==> src/rtl/ex_mem_pkg.sv <==
// Shared pipeline-register definitions: stall vector indices and the
// per-edge action decoded from reset/flush/stall.
package ex_mem_pkg;

    localparam int STALL_W   = 6;
    localparam int STALL_EX  = 3;
    localparam int STALL_MEM = 4;

    // One-hot so each action is a single observable bit.
    typedef enum logic [3:0] {
        ACT_CLEAR  = 4'b0001,
        ACT_HOLD   = 4'b0010,
        ACT_BUBBLE = 4'b0100,
        ACT_LOAD   = 4'b1000
    } pipe_act_e;

endpackage

==> src/rtl/ex_mem_if.sv <==
// Execute-to-memory bundle: execute results in, registered stage contents
// and accumulate state out.
interface ex_mem_if #(
    parameter int DW = 32,
    parameter int AW = 5
);
    // No valid/ready pair here: the producer presents ex_* every cycle, and
    // the stall vector is the only back-pressure. stall[4] freezes the stage,
    // stall[3] alone turns the next capture into a bubble (mem_valid=0),
    // and flush overrides both.
    logic [5:0]      stall;
    logic            flush;
    logic [AW-1:0]   ex_wd;
    logic            ex_wreg;
    logic [DW-1:0]   ex_wdata;
    logic            ex_whilo;
    logic [DW-1:0]   ex_hi;
    logic [DW-1:0]   ex_lo;
    logic [2*DW-1:0] hilo_temp_i;
    logic [1:0]      cnt_i;

    logic [AW-1:0]   mem_wd;
    logic            mem_wreg;
    logic [DW-1:0]   mem_wdata;
    logic            mem_whilo;
    logic [DW-1:0]   mem_hi;
    logic [DW-1:0]   mem_lo;
    logic            mem_valid;
    logic [2*DW-1:0] hilo_temp_o;
    logic [1:0]      cnt_o;

    modport master (
        output stall, flush, ex_wd, ex_wreg, ex_wdata, ex_whilo, ex_hi, ex_lo,
               hilo_temp_i, cnt_i,
        input  mem_wd, mem_wreg, mem_wdata, mem_whilo, mem_hi, mem_lo,
               mem_valid, hilo_temp_o, cnt_o
    );

    modport slave (
        input  stall, flush, ex_wd, ex_wreg, ex_wdata, ex_whilo, ex_hi, ex_lo,
               hilo_temp_i, cnt_i,
        output mem_wd, mem_wreg, mem_wdata, mem_whilo, mem_hi, mem_lo,
               mem_valid, hilo_temp_o, cnt_o
    );

endinterface

==> src/rtl/pipe_ctl.sv <==
// Decodes reset/flush and the stall bits of this stage and the next one
// into a one-hot action for a pipeline register.
module pipe_ctl
    import ex_mem_pkg::*;
(
    input  logic      rst,
    input  logic      flush,
    input  logic      stall_cur,
    input  logic      stall_next,
    output pipe_act_e act
);

    // Priority: clear, then hold (downstream stalled), then bubble.
    always_comb begin
        act = ACT_LOAD;
        if (rst || flush) begin
            act = ACT_CLEAR;
        end else if (stall_next) begin
            act = ACT_HOLD;
        end else if (stall_cur) begin
            act = ACT_BUBBLE;
        end
    end

endmodule

==> src/rtl/ex_mem.sv <==
// EX/MEM pipeline register of the MIPS32 core, including the accumulate
// state that execute loops back through this stage while it is stalled.
module ex_mem
    import ex_mem_pkg::*;
#(
    parameter int DW = 32,
    parameter int AW = 5
) (
    input  logic   clk,
    input  logic   rst,
    ex_mem_if.slave bus
);

    pipe_act_e act;
    logic      unused_stall;

    assign unused_stall = ^{bus.stall[2:0], bus.stall[5]};

    pipe_ctl u_pipe_ctl (
        .rst        (rst),
        .flush      (bus.flush),
        .stall_cur  (bus.stall[STALL_EX]),
        .stall_next (bus.stall[STALL_MEM]),
        .act        (act)
    );

    always_ff @(posedge clk) begin
        case (act)
            ACT_CLEAR: begin
                bus.mem_wd      <= '0;
                bus.mem_wreg    <= 1'b0;
                bus.mem_wdata   <= '0;
                bus.mem_whilo   <= 1'b0;
                bus.mem_hi      <= '0;
                bus.mem_lo      <= '0;
                bus.mem_valid   <= 1'b0;
                bus.hilo_temp_o <= '0;
                bus.cnt_o       <= '0;
            end
            ACT_HOLD: begin
            end
            ACT_BUBBLE: begin
                // Bubble carries no write, but the accumulate step advances.
                bus.mem_wd      <= '0;
                bus.mem_wreg    <= 1'b0;
                bus.mem_wdata   <= '0;
                bus.mem_whilo   <= 1'b0;
                bus.mem_hi      <= '0;
                bus.mem_lo      <= '0;
                bus.mem_valid   <= 1'b0;
                bus.hilo_temp_o <= bus.hilo_temp_i;
                bus.cnt_o       <= bus.cnt_i;
            end
            default: begin
                bus.mem_wd      <= bus.ex_wd;
                bus.mem_wreg    <= bus.ex_wreg;
                bus.mem_wdata   <= bus.ex_wdata;
                bus.mem_whilo   <= bus.ex_whilo;
                bus.mem_hi      <= bus.ex_hi;
                bus.mem_lo      <= bus.ex_lo;
                bus.mem_valid   <= 1'b1;
                bus.hilo_temp_o <= '0;
                bus.cnt_o       <= '0;
            end
        endcase
    end

endmodule

==> src/flat_wrapper.sv <==
// flat-port wrapper written by rule: the top's interface ports become plain ports
module ex_mem_flat import ex_mem_pkg::*;
#(
    parameter int DW = 32,
    parameter int AW = 5
)
  (clk, rst, bus_stall, bus_flush, bus_ex_wd, bus_ex_wreg, bus_ex_wdata, bus_ex_whilo, bus_ex_hi, bus_ex_lo, bus_hilo_temp_i, bus_cnt_i, bus_mem_wd, bus_mem_wreg, bus_mem_wdata, bus_mem_whilo, bus_mem_hi, bus_mem_lo, bus_mem_valid, bus_hilo_temp_o, bus_cnt_o);
  ex_mem_if #(.DW(DW), .AW(AW)) bus_i ();
  input  logic clk;
  input  logic rst;
  input wire logic [$bits(bus_i.stall)-1:0] bus_stall;
  input wire logic [$bits(bus_i.flush)-1:0] bus_flush;
  input wire logic [$bits(bus_i.ex_wd)-1:0] bus_ex_wd;
  input wire logic [$bits(bus_i.ex_wreg)-1:0] bus_ex_wreg;
  input wire logic [$bits(bus_i.ex_wdata)-1:0] bus_ex_wdata;
  input wire logic [$bits(bus_i.ex_whilo)-1:0] bus_ex_whilo;
  input wire logic [$bits(bus_i.ex_hi)-1:0] bus_ex_hi;
  input wire logic [$bits(bus_i.ex_lo)-1:0] bus_ex_lo;
  input wire logic [$bits(bus_i.hilo_temp_i)-1:0] bus_hilo_temp_i;
  input wire logic [$bits(bus_i.cnt_i)-1:0] bus_cnt_i;
  output wire logic [$bits(bus_i.mem_wd)-1:0] bus_mem_wd;
  output wire logic [$bits(bus_i.mem_wreg)-1:0] bus_mem_wreg;
  output wire logic [$bits(bus_i.mem_wdata)-1:0] bus_mem_wdata;
  output wire logic [$bits(bus_i.mem_whilo)-1:0] bus_mem_whilo;
  output wire logic [$bits(bus_i.mem_hi)-1:0] bus_mem_hi;
  output wire logic [$bits(bus_i.mem_lo)-1:0] bus_mem_lo;
  output wire logic [$bits(bus_i.mem_valid)-1:0] bus_mem_valid;
  output wire logic [$bits(bus_i.hilo_temp_o)-1:0] bus_hilo_temp_o;
  output wire logic [$bits(bus_i.cnt_o)-1:0] bus_cnt_o;
  assign bus_i.stall = bus_stall;
  assign bus_i.flush = bus_flush;
  assign bus_i.ex_wd = bus_ex_wd;
  assign bus_i.ex_wreg = bus_ex_wreg;
  assign bus_i.ex_wdata = bus_ex_wdata;
  assign bus_i.ex_whilo = bus_ex_whilo;
  assign bus_i.ex_hi = bus_ex_hi;
  assign bus_i.ex_lo = bus_ex_lo;
  assign bus_i.hilo_temp_i = bus_hilo_temp_i;
  assign bus_i.cnt_i = bus_cnt_i;
  assign bus_mem_wd = bus_i.mem_wd;
  assign bus_mem_wreg = bus_i.mem_wreg;
  assign bus_mem_wdata = bus_i.mem_wdata;
  assign bus_mem_whilo = bus_i.mem_whilo;
  assign bus_mem_hi = bus_i.mem_hi;
  assign bus_mem_lo = bus_i.mem_lo;
  assign bus_mem_valid = bus_i.mem_valid;
  assign bus_hilo_temp_o = bus_i.hilo_temp_o;
  assign bus_cnt_o = bus_i.cnt_o;
  ex_mem #(.DW(DW), .AW(AW)) u_core (.clk(clk), .rst(rst), .bus(bus_i));
endmodule
==> config.mk <==
export PLATFORM = sky130hd
export DESIGN_NAME = ex_mem_flat
export DESIGN_NICKNAME = d
export VERILOG_FILES = /design/src/rtl/ex_mem_pkg.sv /design/src/rtl/ex_mem_if.sv /design/src/rtl/pipe_ctl.sv /design/src/rtl/ex_mem.sv /design/src/flat_wrapper.sv
export SDC_FILE = /design/constraint.sdc
export NUM_CORES = 1
export LEC_CHECK = 0
export ABC_AREA = 1
export CELL_PAD_IN_SITES_DETAIL_PLACEMENT = 1
export CELL_PAD_IN_SITES_GLOBAL_PLACEMENT = 2
export CORE_MARGIN = 10
export CORE_UTILIZATION = 23
export DETAILED_ROUTE_END_ITERATION = 6
export PLACE_DENSITY_LB_ADDON = 0.1
export SLEW_MARGIN = 5
export SYNTH_ARGS = -nofsm -noshare
export SYNTH_HDL_FRONTEND = slang
export SYNTH_SLANG_ARGS = --single-unit
==> constraint.sdc <==
create_clock -name clk -period 7.59 [get_ports clk]
set_input_delay 1.518 -clock clk [delete_from_list [all_inputs] [get_ports clk]]
set_output_delay 1.518 -clock clk [all_outputs]
set_load 0.1 [all_outputs]
=== Word level (Yosys, flattened, before mapping) ===
Index checks and enable logic that the tools add are counted.

* ROM bits: 0
* Memory bits (writable): 0
* Bits in latches: 0
* Bits of input ports: 178
* Memories: 0
* Logic and storage cells: 26
* Register bits after elaboration: 170
* Output and inout port bits: 170

* Add/subtract/negate cells: 0
* Bitwise gates (word level): 0
* Eq/ne operators: 3
* Div/mod/pow operators: 0
* Shifts and indexed selects: 0
* $lt $le $gt $ge: 0
* Multiplexer cells: 12
* Reduce and logical (&&, ||, !) cells: 2
* Multipliers: 0

{| class="wikitable"
|+ Operators by type and width
! kind !! number
|-
| 32-bit one-hot mux with 2 select lines || 3
|-
| 64-bit one-hot mux with 2 select lines || 1
|-
| 4-bit 2-to-1 mux || 3
|-
| 5-bit one-hot mux with 2 select lines || 1
|-
| 1-bit one-hot mux with 2 select lines || 3
|-
| 4-bit by 1-bit == test with 1-bit output, second input constant || 1
|-
| 4-bit by 2-bit == test with 1-bit output, second input constant || 1
|-
| 4-bit by 3-bit == test with 1-bit output, second input constant || 1
|-
| 2-bit one-hot mux with 2 select lines || 1
|-
| 2-bit OR reduction || 1
|-
| 1-bit logical OR || 1
|}

=== Logic depth before layout (Yosys ltp) ===
* Depth in word-level cells: 6
* Depth in mapped cells: 6
* Depth with buffers taken out: 4

=== Hierarchy ===
Synthesis repeated with hierarchy kept, for this count alone.

* Cells, all modules: 547
* Area total of the unflattened synthesis: 6602.6 um^2

{| class="wikitable"
|+ By module, submodules not included
! module !! instances !! area each (um^2) !! cells each !! seq. area each (um^2)
|-
| ex_mem || 1 || 6550.0 || 537 || 5104.9
|-
| pipe_ctl || 1 || 52.6 || 10 || 0.0
|}

=== Worst setup path before layout ===
Ideal clock, no wire load.

* Path kind: in2reg
* Start point: input bus_flush
* End point: register u_core.bus.cnt_o[0] (netlist bit) (enable)
* Buffers on the path: 0
* Required time: 6.196 ns
* Path slack: 1.779 ns
* Library setup time: 1.394 ns
* Stages: 2
* Arrival: 4.418 ns
* Cells stage by stage: nor2_2 -> nand2_1

* Word-level cells in the longest chain between the ends: 3

{| class="wikitable"
|+ Ends and longest elaborated chain
! what !! RTL line !! RTL
|-
| start: declaration || flat_wrapper.sv:12 || <nowiki>input wire logic [$bits(bus_i.flush)-1:0] bus_flush;</nowiki>
|-
| 1-bit logical OR || pipe_ctl.sv:16 || <nowiki>if (rst || flush) begin</nowiki>
|-
| 4-bit 2-to-1 mux || pipe_ctl.sv:16 ||
|-
| 4-bit by 2-bit == test with 1-bit output || ex_mem.sv:28 || <nowiki>case (act)</nowiki>
|-
| end signal: assignment || ex_mem.sv:52 || <nowiki>bus.cnt_o <= bus.cnt_i;</nowiki>
|-
| end: declaration || ex_mem_if.sv:43 || <nowiki>mem_valid, hilo_temp_o, cnt_o</nowiki>
|}

Every way passes these cells.
A chain may end at the register's enable or synchronous reset.

=== Final worst setup path ===
* Start point: register u_core.bus.mem_wdata[7]
* End point: output bus_mem_wdata[7]

{| class="wikitable"
|+ RTL lines
! what !! RTL line !! RTL
|-
| start: declaration || ex_mem_if.sv:42 || <nowiki>output mem_wd, mem_wreg, mem_wdata, mem_whilo, mem_hi, mem_lo,</nowiki>
|-
| start signal: assignment || ex_mem.sv:57 || <nowiki>bus.mem_wdata <= bus.ex_wdata;</nowiki>
|-
| end: declaration || flat_wrapper.sv:23 || <nowiki>output wire logic [$bits(bus_i.mem_wdata)-1:0] bus_mem_wdata;</nowiki>
|}

No word-level cell between the ends.

==> metrics.txt <==
number of detailed-route iterations in the first pass 4; delay-heaviest family, CP buffers and inverters; crit-path max cell delay 1.19 ns; Final Critical Period 3.47 ns; share of cells above drive strength 1 4.03%; final worst slack 4.12 ns; Hold Crit Depth 3; total CTS buffers 17; net switching power 0.935 mW; post-synth top area share 77.7%; P&R area growth vs syn 66.2%; Main synth FF type edfxtp_1; pwr/cell area 242 nW/µm²; Initial Util 23.4%; sequential share of power 42.0%; WP data required 6.07 ns; CTS clk-pin slew, worst paths 0.07 ns; detailed placer's ending HPWL 16800 µm; setup TNS 0 ns; Netlist Area Pre-Place 6570 µm²; HP Start bus_ex_wdata[30]; Worst Setup SP u_core.bus.mem_wdata[7]$_SDFFCE_PP0P_; Synth Register Bits 170; leakage 4.83 nW; initial drt markers 219; hold buffers post-CTS 0; port buffer count 343; CP max-delay cell clkdlybuf4s50_1; vias in the first global route 5244; critical path endpoint category output pin; Row Count 61; vias per cell 3.73; total detailed-routing wirelength 22200 µm; asr flop ratio synth 0%; Worst slew margin 28.8%; Ys Warns 0; most instantiated cells after synthesis inv_1, edfxtp_1, nor2_1, buf_6, buf_2; first-pass GRT wire length 32500 µm; syn nets 713; sw frac 35.4%; post-synthesis cell type count 9; antenna violations before repair 2; max-cap violation count 0; min-delay worst type input pin to flip-flop; htree depth 4; grt total ovfl 0; FILL cells 3074; total power 2.64 mW; fin. max-slew vios 0; routed vias 4754; Peak VDD IR 102 µV; nets 1060; Int Power 1.70 mW; gr usage total 12.1%; count leader, synth inv_1; CTS root buf clkbuf_16; GPL Wtd Cong 0.738; RSZ-0062 raised after global routing no; Comb power frac 26.7%; sequential standard cell area 5100 µm²; drt wl/cell 17.4 µm; worst hold endpoint u_core.bus.mem_wdata[30]$_SDFFCE_PP0P_; CTS tree built; critical path class flip-flop to output pin; Multi-input gate area 677 µm²; DRC viols 0; DRT antenna net count 0; clock sinks 170; Max Clk Rate 289 MHz; sequential area share after synthesis 77.7%; CP Max Fanout 1; status complete, no violations; Worst setup SP type flip-flop; Clk pwr share 31.2%; largest net degree at the start of global routing 101; Worst-Margin Slew 1.06 ns; Die Ht 189 µm; DIE WIDTH 189 µm; I/O pins 348; Final Setup Violations 0; Syn Area/Cell 12.3 µm²; Area contributors post-synth edfxtp_1, inv_1, nor2_1, buf_6, buf_2; largest area contributor in the netlist edfxtp_1; Tcrit/Tclk final 45.7%; pre-CTS setup slack 3.72 ns; Core Region 28000 µm²; Post-Synthesis Cells 535; clk buf depth 2; EDFF count, synth 170; die area 35700 µm²; worst path bufs/invs 1; CTS resizes 0; crit-path cells clkdlybuf4s50_1; critical path arrival 1.95 ns; Final Hold Fails 0; # Post-CTS Setup Buffers 0
## metrics by stage
step / hold WS (ns) / area, µm² / instances / util [%]
2_1_floorplan: 1.73 / 6570 / 535 / -
3_3_place_gp: 2.16 / 10400 / 1241 / 37.0
3_5_place_dp: 2.17 / 10400 / 1241 / 37.0
4_1_cts: 1.71 / 10900 / 1272 / 39.0
5_1_grt: 1.71 / 10900 / 1273 / 39.0
6_report: 1.73 / 10900 / 1273 / 39.0
## kinds of logic (layout without fill, tap and decap cells)
| kind of cell | count (synthesis) | in the layout | synth area share (%) |
|---|---|---|---|
| simple gates | 175 | 175 | 10.1 |
| other cells | 0 | 1 | 0 |
| buf+inv | 190 | 549 | 12.2 |
| flops | 170 | 170 | 77.7 |
## power by group through the flow
| stage | combinational, mW | sequential, mW | clock (mW) |
|---|---|---|---|
| floorplan | 0.0489 | 1.57 | 0 |
| global placement | 0.709 | 1.13 | 0 |
| detailed placement | 0.712 | 1.13 | 0 |
| CTS | 0.713 | 1.11 | 0.861 |
| global route | 0.730 | 1.11 | 0.899 |
| finish | 0.705 | 1.11 | 0.823 |
## placed cells by master (no fill, tap or decap)
cell / instances
buf_4: 2
nor2_1: 170
nand2_2: 1
clkbuf_16: 17
clkinv_1: 1
clkinvlp_4: 1
clkdlybuf4s50_1: 343
edfxtp_1: 170
clkbuf_1: 1
nor2_2: 1
nand2_1: 1
inv_6: 4
diode_2: 1
nand2_4: 2
inv_1: 172
inv_8: 2
clkinv_4: 5
buf_12: 1
## flip-flops by register name (all words and copies together), names as in the netlist
register / cells
u_core.bus.cnt_o: 2
u_core.bus.hilo_temp_o: 64
u_core.bus.mem_hi: 32
u_core.bus.mem_lo: 32
u_core.bus.mem_valid: 1
u_core.bus.mem_wd: 5
u_core.bus.mem_wdata: 32
u_core.bus.mem_whilo: 1
u_core.bus.mem_wreg: 1
## how the worst max path moves through the flow
| stage | endpoint | slack (ns) | cells after the start |
|---|---|---|---|
| final | bus_mem_wdata[7] | 4.12 | 1 |
| after global routing | bus_mem_wdata[7] | 4.05 | 1 |
| after CTS | bus_hilo_temp_o[56] | 4.09 | 1 |
| after detailed placement | u_core.bus.mem_wdata[10]$_SDFFCE_PP0P_ | 3.72 | 4 |
| after global placement | u_core.bus.mem_lo[27]$_SDFFCE_PP0P_ | 3.79 | 4 |
| after floorplan | u_core.bus.cnt_o[0]$_SDFFCE_PP0P_ | 1.78 | 2 |
## tightest hold or removal path: cells and delay by family
kind                   cells  cell delay, ns
buffers and inverters      2            0.44
and+or+nand+nor            1            0.03
## per-layer routing
metal | wire (µm) | GRT usage (%) | share of wire [%] | up-vias
met5 | 17 | 0 | 0.077 | -
met4 | 307 | 3.85 | 1.4 | 2
met1 | 7780 | 12.0 | 35 | 2247
li1 | - | - | - | 2303
met2 | 11300 | 20.9 | 51 | 184
met3 | 2830 | 6.96 | 13 | 18
## final cells by class
class / count / share of cell area, %
Antenna cell: 1 / 0.0229
Clock buffer: 18 / 3.93
Clock inverter: 13 / 1.03
Inverter: 172 / 5.92
Multi-Input combinational cell: 175 / 6.20
Sequential cell: 170 / 46.8
Tap cell: 378 / 4.33
Timing Repair Buffer: 346 / 31.8
(Power assumes the default switching activity.)
